### config.mk
export PLATFORM = sky130hd
export DESIGN_NAME = imem_loader
export DESIGN_NICKNAME = d
export VERILOG_FILES = /design/src/rtl/imem_loader_pkg.sv /design/src/rtl/imem_loader_byte_packer.sv /design/src/rtl/imem_loader.sv
export SDC_FILE = /design/constraint.sdc
export NUM_CORES = 1
export LEC_CHECK = 0
export BUFFER_PORTS_ARGS = -buffer_cell sky130_fd_sc_hd__clkbuf_2
export CORE_ASPECT_RATIO = 1.4
export CORE_MARGIN = 2
export CORE_UTILIZATION = 50
export CTS_BUF_LIST = sky130_fd_sc_hd__clkbuf_4 sky130_fd_sc_hd__clkbuf_8
export DETAILED_ROUTE_END_ITERATION = 12
export PLACE_DENSITY = 0.71
export SYNTH_ARGS = -nofsm -noshare
export SYNTH_HDL_FRONTEND = slang
export SYNTH_HIERARCHICAL = 1
export SYNTH_SLANG_ARGS = --single-unit
### constraint.sdc
create_clock -name clk -period 4.6 [get_ports clk]
set_input_delay 0.69 -clock clk [delete_from_list [all_inputs] [get_ports clk]]
set_output_delay 0.69 -clock clk [all_outputs]
set_load 0.01 [all_outputs]
### src/rtl/imem_loader_pkg.sv
// ============================================================================
//  Module      : imem_loader_pkg
//  Description : Shared types and constants for the instruction-memory loader.
//  Revision    : 1.0  initial release
// ============================================================================
`default_nettype none

package imem_loader_pkg;

  // Loader FSM states; CHK is only reachable when checksumming is built in.
  typedef enum logic [2:0] {
    IDLE   = 3'd0,
    LEN_LO = 3'd1,
    LEN_HI = 3'd2,
    DATA   = 3'd3,
    WRITE  = 3'd4,
    CHK    = 3'd5,
    DONE   = 3'd6,
    ERROR  = 3'd7
  } state_t;

  // First byte of every frame.
  localparam logic [7:0] SYNC_BYTE = 8'hA5;

endpackage

`default_nettype wire

### src/rtl/imem_loader_byte_packer.sv
// ============================================================================
//  Module      : byte_packer
//  Description : Collects four bytes (LSB first) into a 32-bit little-endian
//                word. word_full/word are valid in the cycle byte3 is taken.
//  Revision    : 1.0  initial release
// ============================================================================
`default_nettype none

module byte_packer (
  input  logic        clk,
  input  logic        reset_n,
  input  logic        clear,
  input  logic        take,
  input  logic [7:0]  byte_in,
  output logic        word_full,
  output logic [31:0] word
);

  logic [1:0]  byte_cnt;
  logic [23:0] shift;

  // Byte counter and shift-in of the first three bytes of a word.
  always_ff @(posedge clk or negedge reset_n) begin
    if (!reset_n) begin
      byte_cnt <= 2'd0;
      shift    <= 24'd0;
    end else if (clear) begin
      byte_cnt <= 2'd0;
      shift    <= 24'd0;
    end else if (take) begin
      byte_cnt <= byte_cnt + 2'd1;
      shift    <= {byte_in, shift[23:8]};
    end
  end

  // The fourth byte completes the word combinationally so it can be
  // registered into the write port on the same edge it is accepted.
  always_comb begin
    word_full = take && (byte_cnt == 2'd3);
    word      = {byte_in, shift};
  end

endmodule

`default_nettype wire

### src/rtl/imem_loader.sv
// ============================================================================
//  Module      : imem_loader
//  Description : Receives a program image as a byte stream framed as
//                SYNC, LEN_LO, LEN_HI, LEN*4 data bytes, writes the packed
//                words into instruction memory and holds the CPU in reset
//                until the image is loaded.
//                Build option: define LOADER_CHECKSUM_EN to require a
//                trailing XOR checksum byte after the data.
//  Revision    : 1.0  initial release
// ============================================================================
`default_nettype none

module imem_loader
  import imem_loader_pkg::*;
#(
  parameter logic [31:0] BASE_ADDR = 32'h0000_0000,
  parameter int          MAX_WORDS = 65536
) (
  input  logic        clk,
  input  logic        reset_n,
  input  logic        rx_valid,
  input  logic [7:0]  rx_data,
  output logic        rx_ready,
  input  logic        start,
  output logic        mem_we,
  output logic [31:0] mem_addr,
  output logic [31:0] mem_wdata,
  output logic        cpu_hold,
  output logic        load_done,
  output logic        load_err
);

  localparam logic [31:0] MAX_WORDS_U = 32'(MAX_WORDS);

`ifdef LOADER_CHECKSUM_EN
  localparam state_t AFTER_LAST = CHK;
`else
  localparam state_t AFTER_LAST = DONE;
`endif

  state_t      state;
  state_t      next_state;
  logic        xfer;
  logic [7:0]  len_lo;
  logic [15:0] len;
  logic [15:0] len_in;
  logic [15:0] word_idx;
  logic        len_too_big;
  logic        last_word;
  logic        word_full;
  logic [31:0] packed_word;

  logic        mem_we_d;
  logic [31:0] mem_addr_d;
  logic [31:0] mem_wdata_d;
  logic        cpu_hold_d;
  logic        load_done_d;
  logic        load_err_d;

`ifdef LOADER_CHECKSUM_EN
  logic [7:0]  xor_acc;
`endif

  assign xfer        = rx_valid && rx_ready;
  assign len_in      = {rx_data, len_lo};
  assign len_too_big = {16'd0, len_in} > MAX_WORDS_U;
  // 32-bit compare so word_idx+1 cannot overflow for len = 16'hFFFF.
  assign last_word   = ({16'd0, word_idx} + 32'd1) == {16'd0, len};

  byte_packer u_packer (
    .clk       (clk),
    .reset_n   (reset_n),
    .clear     (state == IDLE),
    .take      ((state == DATA) && xfer),
    .byte_in   (rx_data),
    .word_full (word_full),
    .word      (packed_word)
  );

  // State register.
  always_ff @(posedge clk or negedge reset_n) begin
    if (!reset_n) state <= IDLE;
    else          state <= next_state;
  end

  // Next-state decode.
  always_comb begin
    next_state = state;
    case (state)
      IDLE:   if (xfer && (rx_data == SYNC_BYTE)) next_state = LEN_LO;
      LEN_LO: if (xfer) next_state = LEN_HI;
      LEN_HI: begin
        if (xfer) begin
          if (len_in == 16'd0)  next_state = AFTER_LAST;
          else if (len_too_big) next_state = ERROR;
          else                  next_state = DATA;
        end
      end
      DATA:   if (word_full) next_state = WRITE;
      WRITE:  next_state = last_word ? AFTER_LAST : DATA;
      CHK: begin
`ifdef LOADER_CHECKSUM_EN
        if (xfer) next_state = (rx_data == xor_acc) ? DONE : ERROR;
`else
        next_state = ERROR;
`endif
      end
      DONE:   if (start) next_state = IDLE;
      ERROR:  if (start) next_state = IDLE;
      default: next_state = IDLE;
    endcase
  end

  // Output decode: rx_ready straight from state, everything else as the
  // value to be registered on the coming edge.
  always_comb begin
    rx_ready    = (state == IDLE) || (state == LEN_LO) || (state == LEN_HI) ||
                  (state == DATA) || (state == CHK);
    mem_we_d    = word_full;
    mem_addr_d  = word_full ? (BASE_ADDR + {14'd0, word_idx, 2'b00}) : mem_addr;
    mem_wdata_d = word_full ? packed_word : mem_wdata;
    load_done_d = (next_state == DONE);
    load_err_d  = (next_state == ERROR);
    cpu_hold_d  = (next_state != DONE);
  end

  // Registered outputs; the CPU is held until the image is accepted.
  always_ff @(posedge clk or negedge reset_n) begin
    if (!reset_n) begin
      mem_we    <= 1'b0;
      mem_addr  <= 32'd0;
      mem_wdata <= 32'd0;
      load_done <= 1'b0;
      load_err  <= 1'b0;
      cpu_hold  <= 1'b1;
    end else begin
      mem_we    <= mem_we_d;
      mem_addr  <= mem_addr_d;
      mem_wdata <= mem_wdata_d;
      load_done <= load_done_d;
      load_err  <= load_err_d;
      cpu_hold  <= cpu_hold_d;
    end
  end

  // Frame bookkeeping: length latch and word index.
  always_ff @(posedge clk or negedge reset_n) begin
    if (!reset_n) begin
      len_lo   <= 8'd0;
      len      <= 16'd0;
      word_idx <= 16'd0;
    end else begin
      if (state == IDLE)            word_idx <= 16'd0;
      if (state == WRITE)           word_idx <= word_idx + 16'd1;
      if ((state == LEN_LO) && xfer) len_lo  <= rx_data;
      if ((state == LEN_HI) && xfer) len     <= len_in;
    end
  end

`ifdef LOADER_CHECKSUM_EN
  // Running XOR of data bytes, restarted for every frame.
  always_ff @(posedge clk or negedge reset_n) begin
    if (!reset_n)                    xor_acc <= 8'd0;
    else if (state == IDLE)          xor_acc <= 8'd0;
    else if ((state == DATA) && xfer) xor_acc <= xor_acc ^ rx_data;
  end
`endif

endmodule

`default_nettype wire

==> flow_summary.toml, run 1 <==
[setup_path]
timing.critical_path.from_type = "flop"
timing.critical_path.arrival_ns = 3.26
critPathKind = "flop to flop"
critical_path.reg2reg.startpoint = "word_idx[0]"
regToRegSetupSlack_ns = 1.70
critical_path.max_fanout = 8
critical_path.endpoint_type = "flop"
crit_required_ns = 4.96
setup.worst_path.start = "word_idx[0]"

[power]
ir_worst_vdd_mv = 0.376
power.static_leakage_nw = 2.88
seq_power_share_pct = 45.4
pwr-share-clk_pct = 25.6
netSwitchingPower_mw = 1.22
pwr_density_cell_nw_per_um2 = 587
power.internal_mw = 2.50
power.combinational.fraction_pct = 28.9
power_switching_share_pct = 32.9

[sta]
finalHoldViolations = 0
setup_tns_ns = 0
worst-slew-pin-transition_ns = 1.25
rsz_0062_raised_after_global_routing = "false"
fmaxAchievable_ghz = 0.345
setup_slack_ns = 1.70
maxSlewViolCount = 0
finalSetupViolCount = 0
layout_worst_path_cycle_share_pct = 63.1
post-route-min-period_ns = 2.90
worst_clock_skew_ns = 0.00722
maxSlewHeadroom_pct = 16.5

[yosys]
synth_largest_type_area_fraction_pct = 52.5
synthTopCellsByCount = "sky130_fd_sc_hd__dfrtp_1, sky130_fd_sc_hd__mux2_2, sky130_fd_sc_hd__nor2_1"
netlist_area_um2 = 5720
synthFlopType = "sky130_fd_sc_hd__dfrtp_1"
netlist-cell-type-count = 56
synth_most_common_cell = "sky130_fd_sc_hd__dfrtp_1"
synthCells = 477
ys_seq_elements = 121
synthesis.yosys.warnings = 6
ys_top_cells_by_area = "sky130_fd_sc_hd__dfrtp_1, sky130_fd_sc_hd__mux2_2, sky130_fd_sc_hd__mux2i_1"
number_of_synthesized_flops_with_an_enable_pin = 0
netlist.top_cell.by_area = "sky130_fd_sc_hd__dfrtp_1"
synth_seq_area_share_pct = 53.0
avgSynthCellArea_um2 = 12.0
share_of_synthesized_registers_carrying_an_async_set_or_reset_pct = 100

[global_route]
grt_pass1_vias = 3715
grt_overflow_total = 0
first_pass_grt_wire_length_mm = 18.9
antenna_found_initial = 0
grt_start_max_net_pins = 56
grt_usage_pct = 20.4

[place]
placement.io_buffers = 64
gp_congestion = 0.803
dp.cells = 651
hpwl_mm = 7.98
placement.setup.worst_slack_ns = 1.73

[clock_tree]
clock_latency_ns = 0.43
numCtsBuffers = 17
htree_levels = 4
cts.sinks = 121
clockBufferDepth = 2
ctsHoldBuffers = 0
post_cts.repair.setup_buffers = 0
tritoncts = "done"
clk_root_buffer_cell = "sky130_fd_sc_hd__clkbuf_8"
clkSlewWorstSetupHoldPaths_ns = 0.07
cts-resized-gates = 0

[finish]
fin_cells = 683
area.growth.synth_to_final_pct = 11.1
post_route_cells_drive_above_1_share_pct = 34.9
nNetsFinal = 540
num-fill-cells = 974
number_of_antenna_cells_inserted = 0

[detailed_routing]
detail_route.first_pass.iterations = 7
routed_via_density = 5.52
dr.max_layer_used = "met4"
detail_route.wirelength_mm = 11.6
detail_route.wirelength.met1_mm = 4.58
wl_met2_mm = 6.25
met3_wirelength_um = 588
drt_iter0_drc = 173
antenna_violating_nets_post_route = 0
route.detailed.wl_per_inst_um = 17.0
drc_violation_count_after_routing = 0
route.vias.total = 3768

[floorplanning]
num_rows = 46
ios = 81
floorplan.die_area_um2 = 12300
initial_utilization_pct = 50.9
fp.coreArea_um2 = 11200
overall_die_width_um = 94.4
die_h_um = 131

[hold_path]
min-delay-path-class = "input port to asynchronous set/reset pin"

[flow_run]
max-cap-violations = 0

[status]
status = "finished clean"
[worst paths after layout]
check,to,cells past startpoint
max reg2reg,cpu_hold,7
max,cpu_hold,7
max in group asynchronous,len[14],2
min in group clk,mem_addr[12],1
min reg2reg,mem_addr[12],1
min,mem_wdata[8],1
[power groups by stage]
stage | clock (mW) | combinational [mW] | sequential, mW
after CTS | 0.981 | 1.09 | 1.70
final | 0.955 | 1.08 | 1.69
after global routing | 1.04 | 1.19 | 1.74
after global placement | 0 | 1.04 | 1.70
after detailed placement | 0 | 1.08 | 1.71
after floorplan | 0 | 0.786 | 1.68
[cell families after synthesis]
family / Yosys count / share of synthesized area [%]
AND/OR/NAND/NOR: 124 / 11.0
XOR/XNOR: 24 / 3.68
flip-flops: 121 / 53.0
multiplexers: 105 / 20.0
buffers and inverters: 56 / 6.74
AO/OA/AOI/OAI: 44 / 5.12
adder cells (fa/ha/maj): 2 / 0.438
other: 1 / 0.0656
[final cells by class]
class	count	area, um2	share of cell area, %
Multi-Input combinational cell	315	2370	37.3
Clock buffer	19	262	4.12
Clock inverter	13	146	2.30
Inverter	3	11.3	0.177
Timing Repair Buffer	68	353	5.55
Sequential cell	121	3030	47.7
Tap cell	144	180	2.84
[through the flow]
stage / hold WS, ns / utilization (%) / cell area (um2) / power, mW
2_1_floorplan: 0.394 / - / 5770 / 2.47
3_3_place_gp: 0.490 / 53.0 / 5940 / 2.74
3_5_place_dp: 0.497 / 53.0 / 5940 / 2.80
4_1_cts: 0.323 / 56.6 / 6350 / 3.77
5_1_grt: 0.329 / 56.6 / 6350 / 3.97
6_report: 0.311 / 56.6 / 6350 / 3.73
[state kept, by name, indices dropped and copies added (netlist names), 2 cells and up]
name and count:
len_lo 8, word_idx 16, mem_wdata 32, state 3, u_packer/shift 24, mem_addr 16, len 16, u_packer/byte_cnt 2
[critical path, stage by stage (launching register included)]
cell	delay, ns
sky130_fd_sc_hd__dfrtp_1	0.47
sky130_fd_sc_hd__ha_1	0.27
sky130_fd_sc_hd__nand3_1	0.25
sky130_fd_sc_hd__or4_2	0.76
sky130_fd_sc_hd__xnor2_1	0.16
sky130_fd_sc_hd__nor4_1	0.35
sky130_fd_sc_hd__nand4_1	0.21
sky130_fd_sc_hd__a221o_1	0.36
[placed cells by master, fill, tap and decap left out, types with 2 or more instances in the layout]
master	count
sky130_fd_sc_hd__nand2b_1	7
sky130_fd_sc_hd__nor2_2	2
sky130_fd_sc_hd__a22o_1	2
sky130_fd_sc_hd__xor2_1	6
sky130_fd_sc_hd__nand4_1	5
sky130_fd_sc_hd__clkinvlp_4	5
sky130_fd_sc_hd__dfrtp_1	120
sky130_fd_sc_hd__o211ai_1	3
sky130_fd_sc_hd__and4_1	2
sky130_fd_sc_hd__nand3_1	7
sky130_fd_sc_hd__clkbuf_8	19
sky130_fd_sc_hd__mux2i_1	33
sky130_fd_sc_hd__nor2b_1	2
sky130_fd_sc_hd__or3_1	2
sky130_fd_sc_hd__ha_1	2
sky130_fd_sc_hd__xnor2_1	18
sky130_fd_sc_hd__nand2_1	24
sky130_fd_sc_hd__o21ai_0	17
sky130_fd_sc_hd__clkbuf_2	63
sky130_fd_sc_hd__bufinv_16	2
sky130_fd_sc_hd__a21oi_1	4
sky130_fd_sc_hd__nor2_1	40
sky130_fd_sc_hd__nor4_1	7
sky130_fd_sc_hd__a31oi_1	2
sky130_fd_sc_hd__clkinv_4	4
sky130_fd_sc_hd__nor3_1	12
sky130_fd_sc_hd__conb_1	16
sky130_fd_sc_hd__inv_1	3
sky130_fd_sc_hd__buf_4	5
sky130_fd_sc_hd__mux2_2	72
sky130_fd_sc_hd__or3b_2	2
sky130_fd_sc_hd__nor3b_1	2
sky130_fd_sc_hd__a21o_1	3
[routing by layer]
metal	up-vias	GRT usage, %
met5	-	0
met4	0	7.08
met3	23	6.65
met2	118	35.4
met1	1893	23.7
li1	1734	-
Power figures use the tool's default switching activity.
==> run 2: changes to the inputs <==
==> constraint.sdc (replaced) <==
create_clock -name clk -period 2.7 [get_ports clk]
set_input_delay 0.405 -clock clk [delete_from_list [all_inputs] [get_ports clk]]
set_output_delay 0.405 -clock clk [all_outputs]
set_load 0.01 [all_outputs]
==> flow_summary.toml, run 2 (synthesized netlist as in run 1, its figures left out) <==
[floorplanning]
floorplan.die_area_um2 = 12300
die_h_um = 131
num_rows = 46
overall_die_width_um = 94.4
ios = 81
fp.coreArea_um2 = 11200
initial_utilization_pct = 50.9

[finish]
regMostFlops = "mem_wdata"
nNetsFinal = 562
fin_cells = 704
number_of_antenna_cells_inserted = 0
num-fill-cells = 943
post_route_cells_drive_above_1_share_pct = 37.3
final_cell_mix = "sky130_fd_sc_hd__dfrtp_1, sky130_fd_sc_hd__mux2_2, sky130_fd_sc_hd__clkbuf_2"
area.growth.synth_to_final_pct = 14.7
largest_register_ff_count = 32
mostFrequentLayoutCell = "sky130_fd_sc_hd__dfrtp_1"
largest_regs = "mem_wdata (32), u_packer/shift (24)"

[power]
overall_power_mw = 6.50
ir_worst_vdd_mv = 0.593
power.static_leakage_nw = 3.02
pwr_density_cell_nw_per_um2 = 991

[flow_run]
max-cap-violations = 0

[sta]
fmaxAchievable_ghz = 0.390
rsz_0062_raised_after_global_routing = "false"
finalHoldViolations = 0
worst-slew-pin-transition_ns = 0.603
post-route-min-period_ns = 2.56
worst_clock_skew_ns = 0.00857
layout_worst_path_cycle_share_pct = 94.9
setup_tns_ns = 0
finalSetupViolCount = 0
maxSlewHeadroom_pct = 59.5
maxSlewViolCount = 0

[hold_path]
timing.hold.worst_endpoint = "load_err"
min-delay-start = "start"
holdPathStages = 2
min-delay-path-class = "input port to flop"

[detailed_routing]
detail_route.wirelength.met1_mm = 4.87
drc_violation_count_after_routing = 0
detail_route.first_pass.iterations = 5
antenna_violating_nets_post_route = 0
route.vias.total = 3790
dr.max_layer_used = "met4"
drt_iter0_drc = 212
met3_wirelength_um = 548
route.detailed.wl_per_inst_um = 16.9
detail_route.wirelength_mm = 11.9
routed_via_density = 5.38
wl_met2_mm = 6.24

[setup_path]
critical_path.reg2reg.startpoint = "word_idx[1]"
crit_family = "simple AND/OR/NAND/NOR gates"
worstPathBufferInverterCount = 1
worst_path_largest_cell_delay_ns = 0.72
timing.critical_path.arrival_ns = 2.93
timing.critical_path.cells = "ha_1 > nand3_1 > or4_2 > xnor2_1 > nor4_2 > buf_4 > nand4_1 > a221o_1"
crit_required_ns = 3.07
critPathKind = "flop to flop"
cell_type_of_the_slowest_stage_on_the_worst_timing_path = "sky130_fd_sc_hd__or4_2"
critical_path.max_fanout = 3
worst-r2r-cell-count = 8
critical_path.endpoint_type = "flop"
crit-reg2reg-capture = "cpu_hold"
timing.critical_path.from_type = "flop"
regToRegSetupSlack_ns = 0.14

[clock_tree]
clk_root_buffer_cell = "sky130_fd_sc_hd__clkbuf_8"
clock_latency_ns = 0.44
htree_levels = 4
clkSlewWorstSetupHoldPaths_ns = 0.07
clockBufferDepth = 2
cts.sinks = 121
numCtsBuffers = 17
tritoncts = "done"

[place]
placement.io_buffers = 64
gp_congestion = 0.883
dp.cells = 672
hpwl_mm = 8.45

[global_route]
grt_usage_pct = 20.6
antenna_found_initial = 0
first_pass_grt_wire_length_mm = 19.1
grt_start_max_net_pins = 61
grt_overflow_total = 0
grt_pass1_vias = 3739

[status]
status = "finished clean"
-- run 2: changes by cell type in the layout (fill, tap and decap cells not counted) --
| cell | previous run | this run |
|---|---|---|
| sky130_fd_sc_hd__clkinvlp_4 | 5 | 3 |
| sky130_fd_sc_hd__bufinv_16 | 2 | 4 |
| sky130_fd_sc_hd__buf_12 | 0 | 1 |
| sky130_fd_sc_hd__clkbuf_4 | 0 | 1 |
| sky130_fd_sc_hd__buf_4 | 5 | 25 |
| sky130_fd_sc_hd__inv_6 | 1 | 0 |
| sky130_fd_sc_hd__clkbuf_8 | 19 | 18 |
| sky130_fd_sc_hd__nor4_2 | 0 | 1 |
| sky130_fd_sc_hd__nor4_1 | 7 | 6 |
| sky130_fd_sc_hd__dlygate4sd3_1 | 0 | 1 |
| sky130_fd_sc_hd__clkinv_2 | 1 | 3 |
| sky130_fd_sc_hd__clkinv_4 | 4 | 2 |
-- run 2: what timing repair did --
action,4_1_cts,5_1_grt
buffers inserted,0,0
endpoints found under the hold margin,35,0
endpoints found under the setup margin,0,2
resized for setup,0,1
hold buffers,1,0
-- run 2: layout make-up --
class | count | area (um2) | area share (%)
clock buffer | 19 | 255 | 3.89
inverter | 3 | 11.3 | 0.172
sequential | 121 | 3030 | 46.2
clock inverter | 12 | 175 | 2.67
tap | 144 | 180 | 2.75
timing repair buffer | 90 | 533 | 8.12
multi-input combinational | 315 | 2380 | 36.2
-- run 2: per-layer routing --
metal  vias to the layer above  global-route usage, %
li1                       1772                      -
met1                      1889                   24.5
met2                       106                   35.3
met3                        23                   6.02
met4                         0                   8.18
met5                         -                      0
-- run 2: where the power goes --
group	internal, mW	switching, mW	total (mW)
Clock	1.03	0.715	1.75
Combinational	0.975	0.895	1.87
Sequential	2.44	0.448	2.89
-- run 2: stage by stage --
step	util [%]	hold slack (ns)	instance area (um2)	worst slack, ns
2_1_floorplan	-	0.109	5770	0.100
3_3_place_gp	54.5	0.391	6110	0.126
3_5_place_dp	54.5	0.402	6110	0.0669
4_1_cts	58.4	0.195	6560	0.0596
5_1_grt	58.5	0.199	6560	0.0172
6_report	58.5	0.217	6560	0.136
-- run 2: how the worst max path moves through the flow --
| stage | to | from | depth (start not counted) |
|---|---|---|---|
| 2_1_floorplan | cpu_hold | word_idx[0] | 7 |
| 3_3_place_gp | cpu_hold | word_idx[0] | 8 |
| 3_5_place_dp | cpu_hold | word_idx[1] | 8 |
| 4_1_cts | cpu_hold | word_idx[1] | 8 |
| 5_1_grt | cpu_hold | word_idx[1] | 8 |
| 6_report | cpu_hold | word_idx[1] | 8 |
==> run 3: changes to the inputs <==
--- a/config.mk
+++ b/config.mk
@@ -11,7 +11,7 @@
 export CORE_UTILIZATION = 50
 export CTS_BUF_LIST = sky130_fd_sc_hd__clkbuf_4 sky130_fd_sc_hd__clkbuf_8
 export DETAILED_ROUTE_END_ITERATION = 12
-export PLACE_DENSITY = 0.71
+export PLACE_DENSITY = 0.74
 export SYNTH_ARGS = -nofsm -noshare
 export SYNTH_HDL_FRONTEND = slang
 export SYNTH_HIERARCHICAL = 1
==> constraint.sdc (replaced) <==
create_clock -name clk -period 2.1 [get_ports clk]
set_input_delay 0.315 -clock clk [delete_from_list [all_inputs] [get_ports clk]]
set_output_delay 0.315 -clock clk [all_outputs]
set_load 0.01 [all_outputs]
==> flow_summary.toml, run 3 (synthesized netlist as in run 1, its figures left out) <==
[sta]
maxSlewViolCount = 0
setup_slack_ns = -0.236
fin_hold_ws_ns = 0.0897
rsz_0062_raised_after_global_routing = "true"
fmaxAchievable_ghz = 0.428
finalHoldViolations = 0
maxSlewHeadroom_pct = 60.0
finalSetupViolCount = 4
worst_clock_skew_ns = 0.0106
layout_worst_path_cycle_share_pct = 111
post-route-min-period_ns = 2.34
worst-slew-pin-transition_ns = 0.599

[clock_tree]
numCtsBuffers = 17
clk_root_buffer_cell = "sky130_fd_sc_hd__clkbuf_8"
cts.sinks = 121
clockBufferDepth = 2
clock_latency_ns = 0.45
htree_levels = 4
clkSlewWorstSetupHoldPaths_ns = 0.08
tritoncts = "done"

[floorplanning]
floorplan.die_area_um2 = 12300
ios = 81
die_h_um = 131
overall_die_width_um = 94.4
initial_utilization_pct = 50.9
num_rows = 46
fp.coreArea_um2 = 11200

[finish]
final_util_pct = 62.0
regMostFlops = "mem_wdata"
largest_register_ff_count = 32
fin_cells = 748
final_cell_mix = "sky130_fd_sc_hd__dfrtp_1, sky130_fd_sc_hd__mux2_2, sky130_fd_sc_hd__buf_4"
nNetsFinal = 605
number_of_antenna_cells_inserted = 0
mostFrequentLayoutCell = "sky130_fd_sc_hd__dfrtp_1"
largest_regs = "mem_wdata (32), u_packer/shift (24)"
num-fill-cells = 898
area.growth.synth_to_final_pct = 21.6
post_route_cells_drive_above_1_share_pct = 43.5

[detailed_routing]
detail_route.first_pass.iterations = 4
drt_iter0_drc = 203
routed_via_density = 5.35
drc_violation_count_after_routing = 0
detail_route.wirelength_mm = 12.2
route.vias.total = 3999
antenna_violating_nets_post_route = 0
route.detailed.wl_per_inst_um = 16.4

[place]
dp.cells = 711
gp_congestion = 0.863
hpwl_mm = 8.80
placement.setup.worst_slack_ns = -0.305
placement.io_buffers = 64

[status]
violations = "negative setup slack"
status = "finished with violations"

[setup_path]
critical_path.endpoint_type = "flop"
timing.critical_path.cells = "buf_6 > nand3_4 > or4_4 > or3_4 > a211oi_2 > nand4_1 > a221o_1"
critical_path.reg2reg.startpoint = "word_idx[5]"
timing.critical_path.arrival_ns = 2.71
crit_required_ns = 2.47
worst_path_largest_cell_delay_ns = 0.56
crit_family = "simple AND/OR/NAND/NOR gates"
timing.critical_path.from_type = "flop"
cell_type_of_the_slowest_stage_on_the_worst_timing_path = "sky130_fd_sc_hd__or4_4"
critical_path.max_fanout = 4
critPathKind = "flop to flop"
worstPathBufferInverterCount = 1
setup.worst_path.start = "word_idx[5]"

[power]
ir_worst_vdd_mv = 0.789
power.static_leakage_nw = 3.23
pwr_density_cell_nw_per_um2 = 1190

[global_route]
grt_start_max_net_pins = 44
grt_overflow_total = 0
first_pass_grt_wire_length_mm = 20.5
antenna_found_initial = 0
grt_usage_pct = 21.9
grt_pass1_vias = 4169

[hold_path]
min-delay-start = "start"
min-delay-path-class = "input port to flop"

[flow_run]
max-cap-violations = 0
-- run 3: stage by stage --
| stage | TNS [ns] | total power [mW] | cell area (um2) |
|---|---|---|---|
| after detailed placement | -0.897 | 6.27 | 6470 |
| after CTS | -0.648 | 8.38 | 6940 |
| after global placement | -0.666 | 6.15 | 6470 |
| after global routing | -1.05 | 8.82 | 6950 |
| final | -0.683 | 8.30 | 6950 |
| after floorplan | -0.193 | 5.42 | 5830 |
-- run 3: power by group --
group	internal [mW]	switching [mW]
Combinational	1.35	1.24
Clock	0.979	1.05
Sequential	3.13	0.543
Total	5.46	2.83
-- run 3: worst paths after layout --
kind,to,slack (ns),cells past startpoint
min in group asynchronous,mem_wdata[17],0.41,2
max,cpu_hold,-0.24,7
max in group asynchronous,cpu_hold,1.04,3
max reg2reg,cpu_hold,-0.24,7
min reg2reg,mem_addr[15],0.51,1
min,load_err,0.09,2
-- run 3: repair_timing --
| action | in CTS | in global routing |
|---|---|---|
| pin swaps | 4 | 2 |
| endpoints found under the setup margin | 4 | 4 |
| gates cloned | 0 | 0 |
| setup buffers | 3 | 1 |
| resized for setup | 8 | 2 |
| hold buffers | 1 | 0 |
| hold endpoints to repair | 40 | 0 |
-- run 3: worst reg2reg max path, stage by stage (launching register included) --
cell and delay (ns):
sky130_fd_sc_hd__dfrtp_1 0.40, sky130_fd_sc_hd__buf_6 0.13, sky130_fd_sc_hd__nand3_4 0.08, sky130_fd_sc_hd__or4_4 0.56, sky130_fd_sc_hd__or3_4 0.34, sky130_fd_sc_hd__a211oi_2 0.22
sky130_fd_sc_hd__nand4_1 0.20, sky130_fd_sc_hd__a221o_1 0.33
-- run 3: metal layers --
layer  vias up  global-route usage [%]  routed length (um)
met4         0                    10.4                 352
met1      1996                    25.1                4860
met2       105                    38.9                6530
met5         -                       0                   0
met3        31                    4.64                 502
li1       1867                       -                   -
-- run 3: layout make-up --
class                      instances  area, um2  share of cell area [%]
sequential                       121       3030                    43.6
clock inverter                    15        155                    2.23
inverter                           3       11.3                   0.162
timing repair buffer             133        885                    12.7
tap                              144        180                    2.59
clock buffer                      17        234                    3.37
multi-input combinational        315       2450                    35.3
